===== src/rtl/reg_cmd_pkg.sv =====
// reg_cmd_pkg: opcodes, FSM states and error codes shared by the command front-end
package reg_cmd_pkg;
  localparam logic [7:0] OPC_WRITE = 8'hAA;
  localparam logic [7:0] OPC_READ  = 8'hBB;
  typedef enum logic [2:0] {IDLE, WR_ADDR, WR_DATA, RD_ADDR, RD_REQ, RD_WAIT, TX_PUSH} state_t;
  localparam logic [1:0] ERR_OVERRUN = 2'b00;
  localparam logic [1:0] ERR_OPCODE  = 2'b01;
  localparam logic [1:0] ERR_ADDR    = 2'b10;
  localparam logic [1:0] ERR_TIMEOUT = 2'b11;
endpackage


===== src/rtl/reg_cmd_timeout.sv =====
// reg_cmd_timeout: clearable saturating counter; expire_o while enabled and at TIMEOUT_CYCLES-1 (clk, rst, clr_i, en_i -> expire_o)
module reg_cmd_timeout #(
  parameter int TIMEOUT_CYCLES = 1024
) (
  input  logic clk,
  input  logic rst,
  input  logic clr_i,
  input  logic en_i,
  output logic expire_o
);
  localparam int W = TIMEOUT_CYCLES > 2 ? $clog2(TIMEOUT_CYCLES) : 1;
  localparam logic [W-1:0] LAST = W'(TIMEOUT_CYCLES - 1);
  logic [W-1:0] cnt_q;
  always_ff @(posedge clk or posedge rst)
    if (rst) cnt_q <= '0;
    else if (clr_i) cnt_q <= '0;
    else if (en_i && cnt_q != LAST) cnt_q <= cnt_q + W'(1);
  assign expire_o = en_i && cnt_q == LAST;
endmodule


===== src/rtl/reg_cmd_ctrl.sv =====
// reg_cmd_ctrl: UART frame decoder (RX_P_DATA/RX_D_VLD in) driving register file WrEn/RdEn/Address/WrData, returning RdData via TX_P_DATA/TX_D_VLD, with Busy and Err_Pulse/Err_Code status
module reg_cmd_ctrl
  import reg_cmd_pkg::*;
#(
  parameter int ADDRESS_WIDTH  = 4,
  parameter int DATA_WIDTH     = 8,
  parameter int TIMEOUT_CYCLES = 1024
) (
  input  logic                     CLK,
  input  logic                     RST,
  input  logic [DATA_WIDTH-1:0]    RX_P_DATA,
  input  logic                     RX_D_VLD,
  input  logic [DATA_WIDTH-1:0]    RdData,
  input  logic                     RdData_Valid,
  input  logic                     TX_FULL,
  output logic                     WrEn,
  output logic                     RdEn,
  output logic [ADDRESS_WIDTH-1:0] Address,
  output logic [DATA_WIDTH-1:0]    WrData,
  output logic [DATA_WIDTH-1:0]    TX_P_DATA,
  output logic                     TX_D_VLD,
  output logic                     Busy,
  output logic                     Err_Pulse,
  output logic [1:0]               Err_Code
);
  state_t state_q;
  logic rx_take, bad_addr, expire, resp;
  assign rx_take  = RX_D_VLD && state_q inside {IDLE, WR_ADDR, WR_DATA, RD_ADDR};
  assign bad_addr = |(RX_P_DATA >> ADDRESS_WIDTH);
  // the event that keeps a timed state alive this cycle
  assign resp     = state_q == RD_WAIT ? RdData_Valid : RX_D_VLD;
  reg_cmd_timeout #(.TIMEOUT_CYCLES(TIMEOUT_CYCLES)) u_timeout (
    .clk     (CLK),
    .rst     (RST),
    .clr_i   (rx_take || state_q == RD_REQ),
    .en_i    (state_q inside {WR_ADDR, WR_DATA, RD_ADDR, RD_WAIT}),
    .expire_o(expire)
  );
  always_ff @(posedge CLK or posedge RST)
    if (RST) begin
      state_q   <= IDLE;
      WrEn      <= 1'b0;
      RdEn      <= 1'b0;
      Address   <= '0;
      WrData    <= '0;
      TX_P_DATA <= '0;
      TX_D_VLD  <= 1'b0;
      Busy      <= 1'b0;
      Err_Pulse <= 1'b0;
      Err_Code  <= '0;
    end else begin
      WrEn      <= 1'b0;
      RdEn      <= 1'b0;
      TX_D_VLD  <= 1'b0;
      Err_Pulse <= 1'b0;
      if (RX_D_VLD && !rx_take) begin
        Err_Pulse <= 1'b1;
        Err_Code  <= ERR_OVERRUN;
      end
      case (state_q)
        IDLE: if (RX_D_VLD) begin
          if (RX_P_DATA == DATA_WIDTH'(OPC_WRITE) || RX_P_DATA == DATA_WIDTH'(OPC_READ)) begin
            state_q <= RX_P_DATA == DATA_WIDTH'(OPC_WRITE) ? WR_ADDR : RD_ADDR;
            Busy    <= 1'b1;
          end else begin
            Err_Pulse <= 1'b1;
            Err_Code  <= ERR_OPCODE;
          end
        end
        WR_ADDR, RD_ADDR: if (RX_D_VLD) begin
          if (bad_addr) begin
            state_q   <= IDLE;
            Busy      <= 1'b0;
            Err_Pulse <= 1'b1;
            Err_Code  <= ERR_ADDR;
          end else begin
            Address <= RX_P_DATA[ADDRESS_WIDTH-1:0];
            RdEn    <= state_q == RD_ADDR;
            state_q <= state_q == RD_ADDR ? RD_REQ : WR_DATA;
          end
        end
        WR_DATA: if (RX_D_VLD) begin
          WrEn    <= 1'b1;
          WrData  <= RX_P_DATA;
          state_q <= IDLE;
          Busy    <= 1'b0;
        end
        RD_REQ: state_q <= RD_WAIT;
        RD_WAIT: if (RdData_Valid) begin
          TX_P_DATA <= RdData;
          TX_D_VLD  <= !TX_FULL;
          state_q   <= TX_FULL ? TX_PUSH : IDLE;
          Busy      <= TX_FULL;
        end
        TX_PUSH: if (!TX_FULL) begin
          TX_D_VLD <= 1'b1;
          state_q  <= IDLE;
          Busy     <= 1'b0;
        end
        default: begin
          state_q <= IDLE;
          Busy    <= 1'b0;
        end
      endcase
      // a timeout outranks an overrun reported in the same cycle
      if (expire && !resp) begin
        state_q   <= IDLE;
        Busy      <= 1'b0;
        Err_Pulse <= 1'b1;
        Err_Code  <= ERR_TIMEOUT;
      end
    end
endmodule

===== config.mk =====
export PLATFORM = sky130hd
export DESIGN_NAME = reg_cmd_ctrl
export DESIGN_NICKNAME = d
export VERILOG_FILES = /design/src/rtl/reg_cmd_pkg.sv /design/src/rtl/reg_cmd_timeout.sv /design/src/rtl/reg_cmd_ctrl.sv
export SDC_FILE = /design/constraint.sdc
export NUM_CORES = 1
export LEC_CHECK = 0
export CAP_MARGIN = 25
export CORE_MARGIN = 10
export CORE_UTILIZATION = 49
export CTS_CLUSTER_DIAMETER = 120
export DETAILED_ROUTE_END_ITERATION = 10
export GPL_ROUTABILITY_DRIVEN = 0
export GPL_TIMING_DRIVEN = 0
export HOLD_SLACK_MARGIN = 0.15
export PLACE_DENSITY = 0.87
export SLEW_MARGIN = 25
export SYNTH_ARGS = -nofsm -noshare
export SYNTH_HDL_FRONTEND = slang
export SYNTH_HIERARCHICAL = 1
export SYNTH_SLANG_ARGS = --single-unit

===== constraint.sdc =====
create_clock -name CLK -period 2.78 [get_ports CLK]
set_clock_uncertainty 0.2 [all_clocks]
set_input_delay 0.278 -clock CLK [delete_from_list [all_inputs] [get_ports CLK]]
set_output_delay 0.278 -clock CLK [all_outputs]
set_load 0.05 [all_outputs]

### Yosys cells after proc, flatten, opt, wreduce, memory -nomap -nowiden

Index checks and enable logic that the tools add are counted.

* bits in registers: 40
* input port bits: 21
* output and inout bits: 27

* add/subtract/negate cells: 1
* equal/unequal tests: 18
* muxes and demuxes: 46
* bitwise logic cells: 1
* reduce and logical (&&, ||, !) cells: 21

Operator list (number)
* 3-bit two-way mux: 10
* 1-bit two-way mux: 22
* 10-bit two-way mux: 2
* 3-bit case mux with 6 select lines: 1
* 8-bit == test (second input constant): 2
* 2-bit two-way mux: 7
* 10-bit by 1-bit adder with 10-bit output (second input constant): 1
* 10-bit == test (second input constant): 1
* 10-bit != test (second input constant): 1
* 3-bit == test (second input constant): 3
* 3-bit by 2-bit != test with 1-bit output (second input constant): 3
* 3-bit != test (second input constant): 3
* 8-bit AND reduction: 1
* 4-bit nonzero test: 2
* 3-bit by 2-bit == test with 1-bit output (second input constant): 2
* 1-bit case mux with 6 select lines: 1
* 6-bit AND reduction: 1
* 1-bit logical AND: 5
* 1-bit case mux with 2 select lines: 2
* 2-bit case mux with 2 select lines: 1
* 2-bit AND reduction: 2
* 4-bit OR reduction: 1
* 3-bit by 1-bit == test with 1-bit output (second input constant): 1
* 1-bit logical NOT: 3
* other kinds (8): 9

### Logic depth before layout (Yosys ltp)

* depth after elaboration: 10
* gate-level depth with buffers: 7
* depth with buffers taken out: 6

### Cells and area by module

Netlist, hierarchy kept.

Modules (own cells, without submodules)
* reg_cmd_ctrl: times used 1, cells each 113, area each 1397.6 µm², sequential area each 750.7 µm²
* reg_cmd_timeout: times used 1, cells each 59, area each 564.3 µm², sequential area each 250.2 µm²

### Least setup slack after synthesis

OpenSTA, ideal clock, no wires.

* kind: reg-to-reg
* from: register state_q[1]
* to: register u_timeout.cnt_q[5]
* setup time: 78 ps
* arrival time: 1733 ps
* required time: 2502 ps
* path slack: 769 ps
* cell stages (with the launch flop): 8
* clock period less this slack: 2011 ps
* path through: dfrtp_1 -> clkbuf_1 -> nor2_1 -> a21oi_1 -> and3_1 -> nand4_1 -> or3_1 -> a21oi_1

* longest elaborated chain between the ends: 5

RTL lines
* start: declaration: line reg_cmd_ctrl.sv:26 `state_t state_q;`
* start signal: assignment: line reg_cmd_ctrl.sv:63 `state_q <= RX_P_DATA == DATA_WIDTH'(OPC_WRITE) ? WR_ADDR : RD_ADDR;`
* start signal: assignment: line reg_cmd_ctrl.sv:79 `state_q <= state_q == RD_ADDR ? RD_REQ : WR_DATA;`
* start signal: assignment: line reg_cmd_ctrl.sv:92 `state_q <= TX_FULL ? TX_PUSH : IDLE;`
* 3-bit by 1-bit == test with 1-bit output (tied with other cells): line reg_cmd_ctrl.sv:28, reg_cmd_ctrl.sv:36
* 4-bit nonzero test: line reg_cmd_ctrl.sv:28 `assign rx_take = RX_D_VLD && state_q inside {IDLE, WR_ADDR, WR_DATA, RD_ADDR};`
* 1-bit logical AND: line reg_cmd_ctrl.sv:28
* 1-bit logical OR: line reg_cmd_ctrl.sv:35 `.clr_i (rx_take || state_q == RD_REQ),`
* 10-bit two-way mux / 2-bit nonzero test (equally long branches)
* end signal: assignment: line reg_cmd_timeout.sv:17 `else if (en_i && cnt_q != LAST) cnt_q <= cnt_q + W'(1);`
* end: declaration: line reg_cmd_timeout.sv:13 `logic [W-1:0] cnt_q;`

Parallel ways exist; a longest one is shown, timed or not.
A chain may end at the register's enable or synchronous reset.

### Final worst setup path

Same ends and word-level chain as after synthesis.

==> results.md <==
* Initial antenna violation count at 0
* Outcome: finished, final reports clean
* Yosys warns at 6
* Maximum vdd drop at 0.679 mV
* Area of the core at 0.00377 mm2
* # port buffers at 47
* WS Path Type: reg -> reg
* Chip height at 83.3 um
* Top FF cell, synth: dfrtp_1
* Postcts setup bufs at 0
* Clock-pin slew on the worst setup and hold paths at 0.07 ns
* Synth cell count leaders: dfrtp_1 (40), mux2_2 (16), nand2_1 (10)
* Post-synthesis cell type count at 48
* Max-slew violations at 0
* Vias at 1477
* Crit path required time at 2.79 ns
* Drt wl/cell at 16.0 um
* Die area at 0.00693 mm2
* Final setup vio count at 0
* Routed Antenna Nets at 0
* Worst Hold Class: reg -> reg
* Max-slew headroom at 58.1%
* Netlist Area Pre-Place at 0.00196 mm2
* Share of the synthesized area in the top cell type at 51.0%
* Worst-margin pin slew at 0.627 ns
* Final setup TNS at 0 ns
* Starting density of the core at 52.0%
* Cts bufs inserted at 5
* Register area share after synthesis at 51.0%
* FFs w/ async S/R, synth at 100%
* GRT Overall Usage at 12.7%
* Chip Width at 83.3 um
* Pwr per Cell Area at 878 mW/mm2
* Net count reported at finish at 249
* Crit share post-route at 85.7%
* First-pass GRT wire length at 7.45 mm
* Diodes inserted at 0
* Site row count at 22
* Post-DP Area at 0.00249 mm2
* Number of global-route vias before repair at 1523
* TritonCTS clock tree: yes
* EDFF count, synth at 0
* Seq cells post-synth at 40
* CTS Root Cell: clkbuf_8
* DR vias/cell at 5.37
* Top post-synthesis cells by area: dfrtp_1 (51%), mux2_2 (9.2%), mux2_4 (3.1%)
* Maxcap violations at 0
* CTS Sinks at 40
* First-pass DRT Iterations at 4
* Peak Freq at 0.420 GHz
* DRC at 0
* Post-CTS Hold Fix Bufs at 1
* Cells after synthesis at 172
* Flop-to-flop setup slack at 0.40 ns
* CP max FO at 10
* Final wirelength at 4.41 mm
* DRT iter0 DRCs at 169
* Unrepaired setup endpoints after global routing: no
* Post_cts resized at 0
* Leak Pwr at 1.16 nW
* Post-Syn Nets at 194
* CTS Buffer Depth at 2
* Worst setup EP type: register
* Cell taking the most area after synthesis: dfrtp_1
* Critical path arrival at 2.40 ns
* Area growth syn-to-layout at 31.5%
* Largest net degree at the start of global routing at 31
* Congestion Overflow GR at 0
* Util after Layout at 68.4%
* H-tree depth at 2
* Hold Vio Cnt, Final at 0
* Share of cells above drive strength 1 at 18.9%
* Crit path launch type: register
* HPWL Detailed at 3.40 mm
* Most common cell in the netlist: dfrtp_1
* IO Pins at 48
* Clk_lat worst skew at 0.29 ns
* Synth Area per Inst at 11.4 um2
* Post-route cell area at 0.00258 mm2
* Min cycle time layout at 2.38 ns
==> flip-flops by register name, summed over array words and instances (netlist names) <==
name and cells:
Address 4, Busy 1, Err_Code 2, Err_Pulse 1, RdEn 1, TX_D_VLD 1
TX_P_DATA 8, WrData 8, WrEn 1, state_q 3, u_timeout/cnt_q 10
==> routing by layer <==
layer  vias to the layer above  wire length, um  track usage, %
met5                         -                0               0
met4                         0               56            3.54
met3                         8              404            6.54
met2                        37             2150            21.2
met1                       696             1800            13.8
li1                        736                -               -
==> worst max-delay path, stage by stage, from the launching register on <==
cell and delay, ns:
dfrtp_1 0.41, clkbuf_1 0.36, nor2_1 0.13, a21oi_1 0.34
and3_1 0.30, nand4_1 0.12, or3_1 0.31, a21oi_1 0.14
==> layout make-up <==
class | count | area [um2]
buffer | 7 | 50.0
clock buffer | 6 | 72.6
clock inverter | 1 | 5.00
fill | 274 | 1190
inverter | 8 | 30.0
multi-input combinational | 117 | 881
sequential | 40 | 1000
tap | 48 | 60.1
timing repair buffer | 48 | 480
==> final timing paths <==
| kind | to | cells after the start | start |
|---|---|---|---|
| worst max-delay path | u_timeout/cnt_q[5]$_DFFE_PP0P_ | 7 | state_q[1]$_DFFE_PP0P_ |
| worst min-delay path | Address[2]$_DFFE_PP0P_ | 1 | Address[2]$_DFFE_PP0P_ |
| worst max register to register | u_timeout/cnt_q[5]$_DFFE_PP0P_ | 7 | state_q[1]$_DFFE_PP0P_ |
| worst min register to register | Address[2]$_DFFE_PP0P_ | 1 | Address[2]$_DFFE_PP0P_ |
| max in group asynchronous | TX_P_DATA[5]$_DFFE_PP0P_ | 3 | RST |
| min in group asynchronous | u_timeout/cnt_q[0]$_DFFE_PP0P_ | 3 | RST |
==> layout by cell type, fill, tap and decap left out, drive strengths merged, types with 3 or more instances in the layout <==
master,synthesis,routed
nor3,3,3
nand2b,3,3
a31oi,4,4
xnor2,3,3
nor2b,3,3
nand4,3,3
inv,8,8
nand4b,3,3
clkdlybuf4s50,0,47
and3,5,5
o21ai,7,7
o31ai,3,3
nand2,11,11
mux2,20,20
a21oi,8,8
buf,4,4
dfrtp,40,40
and4,3,3
clkbuf,3,9
nor2,8,8
nand3,5,5
==> stage by stage <==
step	std cells	total power, mW	hold WS (ns)	setup WS [ns]
3_3_place_gp	267	1.90	0.287	0.405
4_1_cts	275	2.29	0.310	0.398
2_1_floorplan	172	1.56	-0.0818	0.769
5_1_grt	275	2.38	0.318	0.189
3_5_place_dp	267	1.93	0.292	0.385
6_report	275	2.27	0.308	0.396
==> report_power, final <==
| group | internal, mW | total [mW] | switching (mW) |
|---|---|---|---|
| Combinational | 0.419 | 1.10 | 0.685 |
| Clock | 0.170 | 0.358 | 0.187 |
| Sequential | 0.724 | 0.803 | 0.0791 |
| Total | 1.31 | 2.27 | 0.952 |
==> kinds of logic (layout without fill, tap and decap cells) <==
kind of cell	count (synthesis)	count (layout)	share of synthesized area (%)
AOI/OAI and AO/OA	31	31	9.89
xor gates and xnor gates	4	4	1.79
adders and majority gates	1	1	0.638
buffers and inverters	15	70	4.08
DFF	40	40	51.0
muxes	22	22	13.3
and+or+nand+nor	59	59	19.3
(Power assumes the default switching activity.)
